==> src/rtl/img_pkg.sv <==
// img_pkg: shared image geometry, BMP header length, pixel-pair packing and scheduler states
package img_pkg;
  localparam int IMG_WIDTH = 768;
  localparam int IMG_HEIGHT = 512;
  localparam int BMP_HDR_LEN = 54;
  localparam int PX_BITS = 8;
  localparam int PX_R0 = 40;
  localparam int PX_G0 = 32;
  localparam int PX_B0 = 24;
  localparam int PX_R1 = 16;
  localparam int PX_G1 = 8;
  localparam int PX_B1 = 0;
  typedef enum logic [1:0] {S_IDLE, S_STREAM, S_DONE} state_t;
endpackage

==> src/rtl/bmp_addr_gen.sv <==
// bmp_addr_gen: pixel-pair column/row counters and bottom-up BMP byte address
module bmp_addr_gen import img_pkg::*; #(
  parameter int WIDTH = IMG_WIDTH,
  parameter int HEIGHT = IMG_HEIGHT,
  parameter int AW = 21
) (
  input  logic          HCLK,
  input  logic          HRESETn,
  input  logic          step,
  input  logic          clear,
  output logic [AW-1:0] wr_addr,
  output logic          last
);
  localparam int CW = $clog2(WIDTH);
  localparam int RW = $clog2(HEIGHT + 1);
  localparam logic [CW-1:0] COL_MAX = CW'(WIDTH / 2 - 1);
  localparam logic [RW-1:0] ROW_MAX = RW'(HEIGHT - 1);
  logic [CW-1:0] r_col;
  logic [RW-1:0] r_row;
  logic w_col_end;
  assign w_col_end = r_col == COL_MAX;
  assign last = w_col_end && r_row == ROW_MAX;
  // Row 0 of the stream is the top image row, stored last in a BMP file.
  assign wr_addr = AW'(WIDTH * 3) * (AW'(HEIGHT - 1) - AW'(r_row)) + AW'(6) * AW'(r_col);
  // Advance column per beat, wrapping into the next row; clear wins over step.
  always_ff @(posedge HCLK or negedge HRESETn) begin
    if (!HRESETn) begin
      r_col <= '0;
      r_row <= '0;
    end else if (clear) begin
      r_col <= '0;
      r_row <= '0;
    end else if (step) begin
      r_col <= w_col_end ? '0 : r_col + 1'b1;
      r_row <= w_col_end ? r_row + 1'b1 : r_row;
    end
  end
endmodule

==> src/rtl/bmp_write_sched.sv <==
// bmp_write_sched: two-requester frame arbiter streaming pixel pairs into a bottom-up BMP buffer
module bmp_write_sched import img_pkg::*; #(
  parameter int WIDTH = IMG_WIDTH,
  parameter int HEIGHT = IMG_HEIGHT,
  parameter int AW = 21
) (
  input  logic          HCLK,
  input  logic          HRESETn,
  input  logic [1:0]    req,
  input  logic [1:0]    valid,
  input  logic [47:0]   data0,
  input  logic [47:0]   data1,
  output logic [1:0]    ready,
  output logic [1:0]    grant,
  output logic          wr_en,
  output logic [AW-1:0] wr_addr,
  output logic [47:0]   wr_data,
  output logic          frame_done,
  output logic          busy
);
  state_t r_state, w_next;
  logic [1:0] r_grant, w_pick;
  logic r_last;
  logic w_accept, w_last;
  logic [AW-1:0] w_addr;
  logic r_wr_en;
  logic [AW-1:0] r_wr_addr;
  logic [47:0] r_wr_data;
  assign grant = r_grant;
  assign ready = r_state == S_STREAM ? r_grant : 2'b00;
  assign busy = r_state != S_IDLE;
  assign frame_done = r_state == S_DONE;
  assign wr_en = r_wr_en;
  assign wr_addr = r_wr_addr;
  assign wr_data = r_wr_data;
  assign w_pick = req == 2'b11 ? (r_last ? 2'b01 : 2'b10) : req;
  assign w_accept = r_state == S_STREAM && |(valid & r_grant);
  bmp_addr_gen #(.WIDTH(WIDTH), .HEIGHT(HEIGHT), .AW(AW)) u_addr (
    .HCLK(HCLK), .HRESETn(HRESETn), .step(w_accept), .clear(w_accept && w_last),
    .wr_addr(w_addr), .last(w_last)
  );
  // State register.
  always_ff @(posedge HCLK or negedge HRESETn) begin
    if (!HRESETn) r_state <= S_IDLE;
    else r_state <= w_next;
  end
  // Next state: a frame runs to its final beat regardless of req, then one DONE cycle.
  always_comb begin
    w_next = r_state;
    w_next = r_state == S_IDLE ? (|req ? S_STREAM : S_IDLE) :
             r_state == S_STREAM ? (w_accept && w_last ? S_DONE : S_STREAM) : S_IDLE;
  end
  // Latch the frame owner in IDLE and remember it for round-robin ties; release after DONE.
  always_ff @(posedge HCLK or negedge HRESETn) begin
    if (!HRESETn) begin
      r_grant <= 2'b00;
      r_last <= 1'b1;
    end else if (r_state == S_IDLE && |req) begin
      r_grant <= w_pick;
      r_last <= w_pick[1];
    end else if (r_state == S_DONE) begin
      r_grant <= 2'b00;
    end
  end
  // Register each accepted beat with its address for a one-cycle-later write.
  always_ff @(posedge HCLK or negedge HRESETn) begin
    if (!HRESETn) begin
      r_wr_en <= 1'b0;
      r_wr_addr <= '0;
      r_wr_data <= '0;
    end else begin
      r_wr_en <= w_accept;
      if (w_accept) begin
        r_wr_addr <= w_addr;
        r_wr_data <= r_grant[1] ? data1 : data0;
      end
    end
  end
endmodule

==> config.mk <==
export PLATFORM = sky130hd
export DESIGN_NAME = bmp_write_sched
export DESIGN_NICKNAME = d
export VERILOG_FILES = /design/src/rtl/img_pkg.sv /design/src/rtl/bmp_addr_gen.sv /design/src/rtl/bmp_write_sched.sv
export SDC_FILE = /design/constraint.sdc
export NUM_CORES = 1
export LEC_CHECK = 0
export ABC_CLOCK_PERIOD_IN_PS = 6270
export CAP_MARGIN = 10
export CORE_ASPECT_RATIO = 0.75
export CORE_MARGIN = 2
export CORE_UTILIZATION = 65
export DETAILED_ROUTE_END_ITERATION = 8
export DONT_BUFFER_PORTS = 1
export GPL_ROUTABILITY_DRIVEN = 0
export PLACE_DENSITY = 0.81
export SLEW_MARGIN = 20
export SYNTH_ARGS = -nofsm -noshare
export SYNTH_HDL_FRONTEND = slang
export SYNTH_SLANG_ARGS = --single-unit
==> constraint.sdc <==
create_clock -name HCLK -period 6.27 [get_ports HCLK]
set_input_delay 1.254 -clock HCLK [delete_from_list [all_inputs] [get_ports HCLK]]
set_output_delay 1.254 -clock HCLK [all_outputs]
set_load 0.005 [all_outputs]
==> results of run 1 <==
## power breakdown
group / leakage, nW / switching (mW) / internal [mW] / total, mW
registers: 1.09 / 0.0706 / 0.679 / 0.750
logic: 1.61 / 0.168 / 0.142 / 0.310
clock network: 0.0973 / 0.213 / 0.188 / 0.401
## worst max path at each step
stage,slack (ns),cells past startpoint,end,from
after floorplan,2.67,15,wr_addr[20],u_addr.r_col[0]
after global placement,2.31,15,wr_addr[20],u_addr.r_col[0]
after detailed placement,2.28,15,wr_addr[20],u_addr.r_col[0]
after CTS,2.25,15,wr_addr[20],u_addr.r_col[0]
after global routing,1.94,15,wr_addr[20],u_addr.r_col[1]
final,2.22,15,wr_addr[20],u_addr.r_col[0]
## critical path: stages, from the launching register on
cell and delay, ns:
dfrtp_1 0.44, ha_1 0.29, fa_1 0.42, a21o_1 0.17, a21oi_1 0.22, o21bai_1 0.09
a21oi_1 0.21, o21ai_0 0.20, xnor2_1 0.17, ha_1 0.35, a21o_1 0.13, a21oi_1 0.09
o21ai_0 0.45, nand4_1 0.19, or4_1 0.49, nand3_1 0.09
## cell families after synthesis
group                    after synthesis  synth area share [%]
AO/OA/AOI/OAI                        136                  15.2
XOR/XNOR                              27                  4.59
adder cells (fa/ha/maj)               38                  9.36
buffers and inverters                 45                  3.39
flip-flops                            94                  44.2
multiplexers                          49                  9.24
other                                  1                0.0705
AND/OR/NAND/NOR                      160                  14.0
## registers in the layout, summed over array words and instances, names as in the netlist
register,count
r_state,2
r_last,1
wr_addr,20
u_addr.r_row,10
u_addr.r_col,10
wr_en,1
wr_data,48
grant,2
## through the flow
step | utilization, % | cell area (sq um) | cells | hold WS, ns | power [mW]
2_1_floorplan | - | 5320 | 550 | 0.445 | 0.996
3_3_place_gp | 67.8 | 5370 | 632 | 0.462 | 1.06
3_5_place_dp | 67.8 | 5370 | 632 | 0.467 | 1.07
4_1_cts | 70.2 | 5560 | 648 | 0.479 | 1.47
5_1_grt | 70.2 | 5560 | 648 | 0.493 | 1.55
6_report | 70.2 | 5560 | 648 | 0.478 | 1.46
## placed cells by master, fill, tap and decap left out, types with 2 or more instances in the layout
cell	synthesis	layout
a32oi_1	3	3
inv_6	0	2
and2_1	2	2
a21oi_1	64	64
nand3_1	8	8
nor3_1	7	7
mux2i_1	48	48
xnor2_1	19	19
o21a_1	4	4
fa_1	3	3
nor4b_4	2	2
o21bai_1	3	3
ha_1	35	35
and3_1	5	5
clkbuf_8	0	9
nand2b_1	4	4
a31oi_1	4	4
or2_2	3	3
o21ai_0	29	29
a21o_1	10	10
nand2_1	47	47
a211oi_1	4	4
clkinv_2	0	2
xor2_1	7	7
nor2b_1	3	3
dfrtp_1	93	92
inv_1	20	19
nor2_1	66	66
buf_4	1	2
nand4_1	8	8
## routing by layer
metal / GRT usage (%) / up-vias / wire (um)
met5: 0 / - / 0
met4: 6.03 / 0 / 82
met3: 5.73 / 7 / 745
met2: 41.0 / 147 / 5020
met1: 32.7 / 1844 / 4860
li1: - / 1896 / -
## final cells by class
type	count	area, sq um	area share (%)
clock buffer	10	128	2.29
clock inverter	6	68.8	1.24
inverter	20	76.3	1.37
multi-input combinational	411	2790	50.1
sequential	94	2350	42.3
tap	105	131	2.36
timing repair buffer	2	15.0	0.270
==> flow_summary_export.csv, run 1 <==
group,metric,value,unit
grt,grt_first_pass_wirelength,17200,um
grt,track_usage,24.5,%
grt,grt_max_degree,95,
sta,fin_skew,0.0158,ns
sta,period_share,64.6,%
layout,n_fill_cell,609,
critical_path,path_max_fanout,5,
yosys,synthMostInstantiatedCell,"dfrtp_1",
routing,drtIter0Drc,306,
cts,post_cts_resized,0,
power_and_ir_drop,power.density,263,nW/um^2
sta,period_needed,4.05,ns
floorplanning,initial_utilization,67.2,%
yosys,async_reset_ff_share,100,%
yosys,syn-instance-count,550,
yosys,netlist.area_leader.share,43.7,%
yosys,synth_top_area_cell,"dfrtp_1",
critical_path,reg2reg_to,"wr_addr[20]",
floorplanning,fp.dieArea,8930,sq um
critical_path,cp.required,6.57,ns
cts,cts_buffer_depth,2,
floorplanning,rows,28,
floorplanning,ios,178,
min_path,hp-start,"u_addr.r_row[4]",
cts,cts_sinks,94,
cts,path_clk_slew,0.10,ns
routing,routed_wl,10700,um
min_path,holdPathEnd,"u_addr.r_row[4]",
yosys,synth.cell_area,5320,sq um
routing,ant_nets,0,
min_path,min_path_type,"reg2reg",
critical_path,path_class,"reg2reg",
cts,htree_levels,3,
yosys,synth_fp_nets,690,
layout,antenna_cells,0,
routing,drc,0,
routing,drt_pass1_iterations,5,
yosys,ys_seq_area_share,44.2,%
critical_path,reg2reg_setup_slack,2.22,ns
grt,grt_overflow,0,
yosys,yosys_warnings,0,
yosys,avgSynthCellArea,9.68,sq um
grt,grt_pass1_vias,3671,
yosys,synth_cell_types,54,
yosys,synth_area_leaders,"dfrtp_1, mux2i_1, ha_1",
sta,slew_headroom,45.5,%
min_path,min_path_cells,1,
floorplanning,die_x,108,um
critical_path,critPathLaunchType,"flip-flop",
routing,vias,3894,
cts,cts_setup_buffers,0,
floorplanning,fp.dieH,82.4,um
placement,io_buffers,0,
layout,drive_gt1_share,5.89,%
sta,hold_viol,0,
critical_path,worstPathArrival,4.35,ns
sta,worst_slack,2.22,ns
cts,cts_hold_buf,0,
cts,cts_buffers,9,
power_and_ir_drop,ir_drop,0.149,mV
grt,grt_antenna_before_repair,0,
yosys,ys_seq_elements,94,
critical_path,r2r_start,"u_addr.r_col[0]",
sta,fmax,0.247,GHz
floorplanning,core-area,7920,sq um
critical_path,end_kind,"flip-flop",
placement,dp_hpwl,7900,um
sta,report.final.slew_viol_count,0,
power_and_ir_drop,leakage,2.80,nW
routing,vias_per_cell,6.01,
job,cap_viol_max_count,0,
sta,rsz0062_at_grt,"no",
yosys,ys_top_cells_by_count,"dfrtp_1, nor2_1, a21oi_1, mux2i_1, nand2_1",
sta,tns,0,ns
yosys,synth_flop_cell,"dfrtp_1",
status,status,"complete, no violations",
yosys,synth-edff-count,0,
cts,cts_tree,"built",
critical_path,reg2reg_depth,15,
sta,setup_violations,0,
cts,clk_latency,0.35,ns
routing,wl_per_cell,16.5,um
cts,clock-root-buffer,"clkbuf_8",
layout,syn_to_final_growth,4.51,%
layout,fin_nets,678,
placement,place_ws,2.28,ns
sta,tightest_slew,0.818,ns
No activity file was read; power rests on OpenSTA's default activity.
==> inputs of run 2 (changes only) <==
- ABC_CLOCK_PERIOD_IN_PS: 6270 -> 3300
- CORE_UTILIZATION: 65 -> 58
- PLACE_DENSITY: 0.81 -> 0.76
- clock period: 6.27 -> 3.3 ns (I/O delays scaled with it)
==> flow_summary_export.csv, run 2 (synthesis gave the netlist of run 1 again) <==
group,metric,value,unit
critical_path,slowest_delay,0.48,ns
cts,cts_buffers,9,
floorplanning,rows,30,
routing,drtIter0Drc,274,
critical_path,end_kind,"flip-flop",
power_and_ir_drop,leakage,3.04,nW
cts,cts_tree,"built",
placement,dp_hpwl,8830,um
placement,place_area,5510,sq um
layout,syn_to_final_growth,13.7,%
sta,fin_skew,0.00650,ns
power_and_ir_drop,power.density,560,nW/um^2
floorplanning,fp.dieArea,9960,sq um
power_and_ir_drop,pwr-share-comb,24.3,%
critical_path,reg2reg_setup_slack,-0.05,ns
placement,io_buffers,0,
power_and_ir_drop,pwr-share-clk,33.6,%
critical_path,path_class,"reg2reg",
floorplanning,initial_utilization,59.3,%
layout,antenna_cells,0,
cts,htree_levels,3,
floorplanning,fp.dieH,87.0,um
floorplanning,die_x,115,um
layout,layout_commonest_cell,"dfrtp_1",
sta,fmax,0.299,GHz
critical_path,cp-startpoint,"u_addr.r_col[1]",
sta,period_needed,3.35,ns
sta,worst_slack,-0.0478,ns
critical_path,crit_cells,15,
routing,wl_per_cell,19.1,um
layout,largest_register_ffs,48,
cts,clk_latency,0.34,ns
cts,cts_buffer_depth,2,
sta,period_share,101,%
power_and_ir_drop,pwr-share-seq,42.1,%
critical_path,critPathBufInv,1,
routing,drt_pass1_iterations,5,
routing,routed_wl,13100,um
grt,grt_first_pass_wirelength,20500,um
sta,tns,-0.135,ns
routing,vias_per_cell,6.00,
layout,final_cell_mix,"dfrtp_1, nor2_1, a21oi_1, mux2i_1, nand2_1",
routing,ant_nets,0,
routing,vias,4125,
cts,cts_sinks,94,
grt,track_usage,26.6,%
routing,drc,0,
critical_path,reg2reg_to,"wr_addr[18]",
critical_path,crit_path_top_delay_cell,"a2111o_1",
grt,grt_pass1_vias,3966,
sta,report.final.slew_viol_count,0,
cts,path_clk_slew,0.07,ns
power_and_ir_drop,p_sw,1.03,mW
layout,fin_area,6050,sq um
grt,grt_max_degree,112,
layout,drive_gt1_share,13.4,%
floorplanning,core-area,8970,sq um
critical_path,worstPathArrival,3.57,ns
power_and_ir_drop,ir_drop,0.432,mV
grt,grt_overflow,0,
sta,tightest_slew,0.964,ns
cts,clock-root-buffer,"clkbuf_16",
min_path,min_path_type,"in2async",
critical_path,cp.required,3.52,ns
critical_path,reg2reg_depth,15,
status,violations,"setup timing",
critical_path,crit_family,"compound AO/OA/AOI/OAI gates",
sta,setup_violations,4,
layout,fin_nets,710,
critical_path,critPathLaunchType,"flip-flop",
critical_path,r2r_start,"u_addr.r_col[1]",
sta,rsz0062_at_grt,"yes",
status,status,"finished, violations left",
floorplanning,ios,178,
sta,slew_headroom,35.5,%
grt,grt_antenna_before_repair,0,
sta,hold_viol,0,
critical_path,crit_chain,"ha_1 -> a21o_1 -> a21oi_2 -> o21bai_1 -> a2111o_1 -> nand2_2 -> xnor2_2 -> fa_2 -> a21o_1 -> a21oi_2 -> o21ai_2 -> buf_4 -> nand3_1 -> xor2_1 -> o21ai_0",
power_and_ir_drop,p_int,2.36,mW
job,cap_viol_max_count,0,
power_and_ir_drop,swShare,30.4,%
critical_path,path_max_fanout,4,
power_and_ir_drop,power,3.39,mW
[run 2: per-layer routing]
layer | vias up | track usage (%) | part of all wire, %
met5 | - | 0 | 0
met3 | 23 | 5.85 | 5.9
met2 | 153 | 44.7 | 48
met4 | 0 | 9.09 | 2.2
met1 | 1983 | 34.4 | 44
li1 | 1966 | - | -
[run 2: area by class of cell]
class / count / area, sq um
repair buffers: 34 / 295
inverters: 20 / 76.3
fillers: 696 / 2920
clock inverters: 6 / 93.8
well taps: 112 / 140
flip-flops and latches: 94 / 2350
clock buffers: 10 / 229
multi-input cells: 411 / 2860
[run 2: worst max path at each step]
stage	slack, ns	endpoint
after floorplan	0.01	wr_addr[20]
after global placement	-0.0003	wr_addr[20]
after detailed placement	-0.17	wr_addr[20]
after CTS	0.008	wr_addr[14]
after global routing	-0.20	wr_addr[20]
final	-0.05	wr_addr[18]
[run 2: timing repair]
| action | in CTS | in global routing |
|---|---|---|
| pin swaps | 12 | 10 |
| hold endpoints to repair | 18 | 58 |
| hold buffers | 2 | 2 |
| setup endpoints to repair | 9 | 9 |
| gates resized for setup | 9 | 7 |
| buffers inserted | 8 | 5 |
[run 2: power by group through the flow]
stage          Sequential, mW  Combinational, mW  Clock, mW
6_report                 1.43              0.824       1.14
5_1_grt                  1.44              0.901       1.20
4_1_cts                  1.43              0.760       1.15
3_5_place_dp             1.45              0.672          0
3_3_place_gp             1.44              0.643          0
2_1_floorplan            1.41              0.495          0
[run 2: through the flow]
stage	instances	setup slack [ns]	hold slack [ns]	utilization [%]
final	687	-0.0478	0.152	67.5
after global routing	687	-0.197	0.136	67.5
after CTS	680	0.00766	0.000265	66.4
after detailed placement	654	-0.173	0.366	61.4
after global placement	654	-0.000264	0.368	61.4
after floorplan	550	0.0129	0.364	-
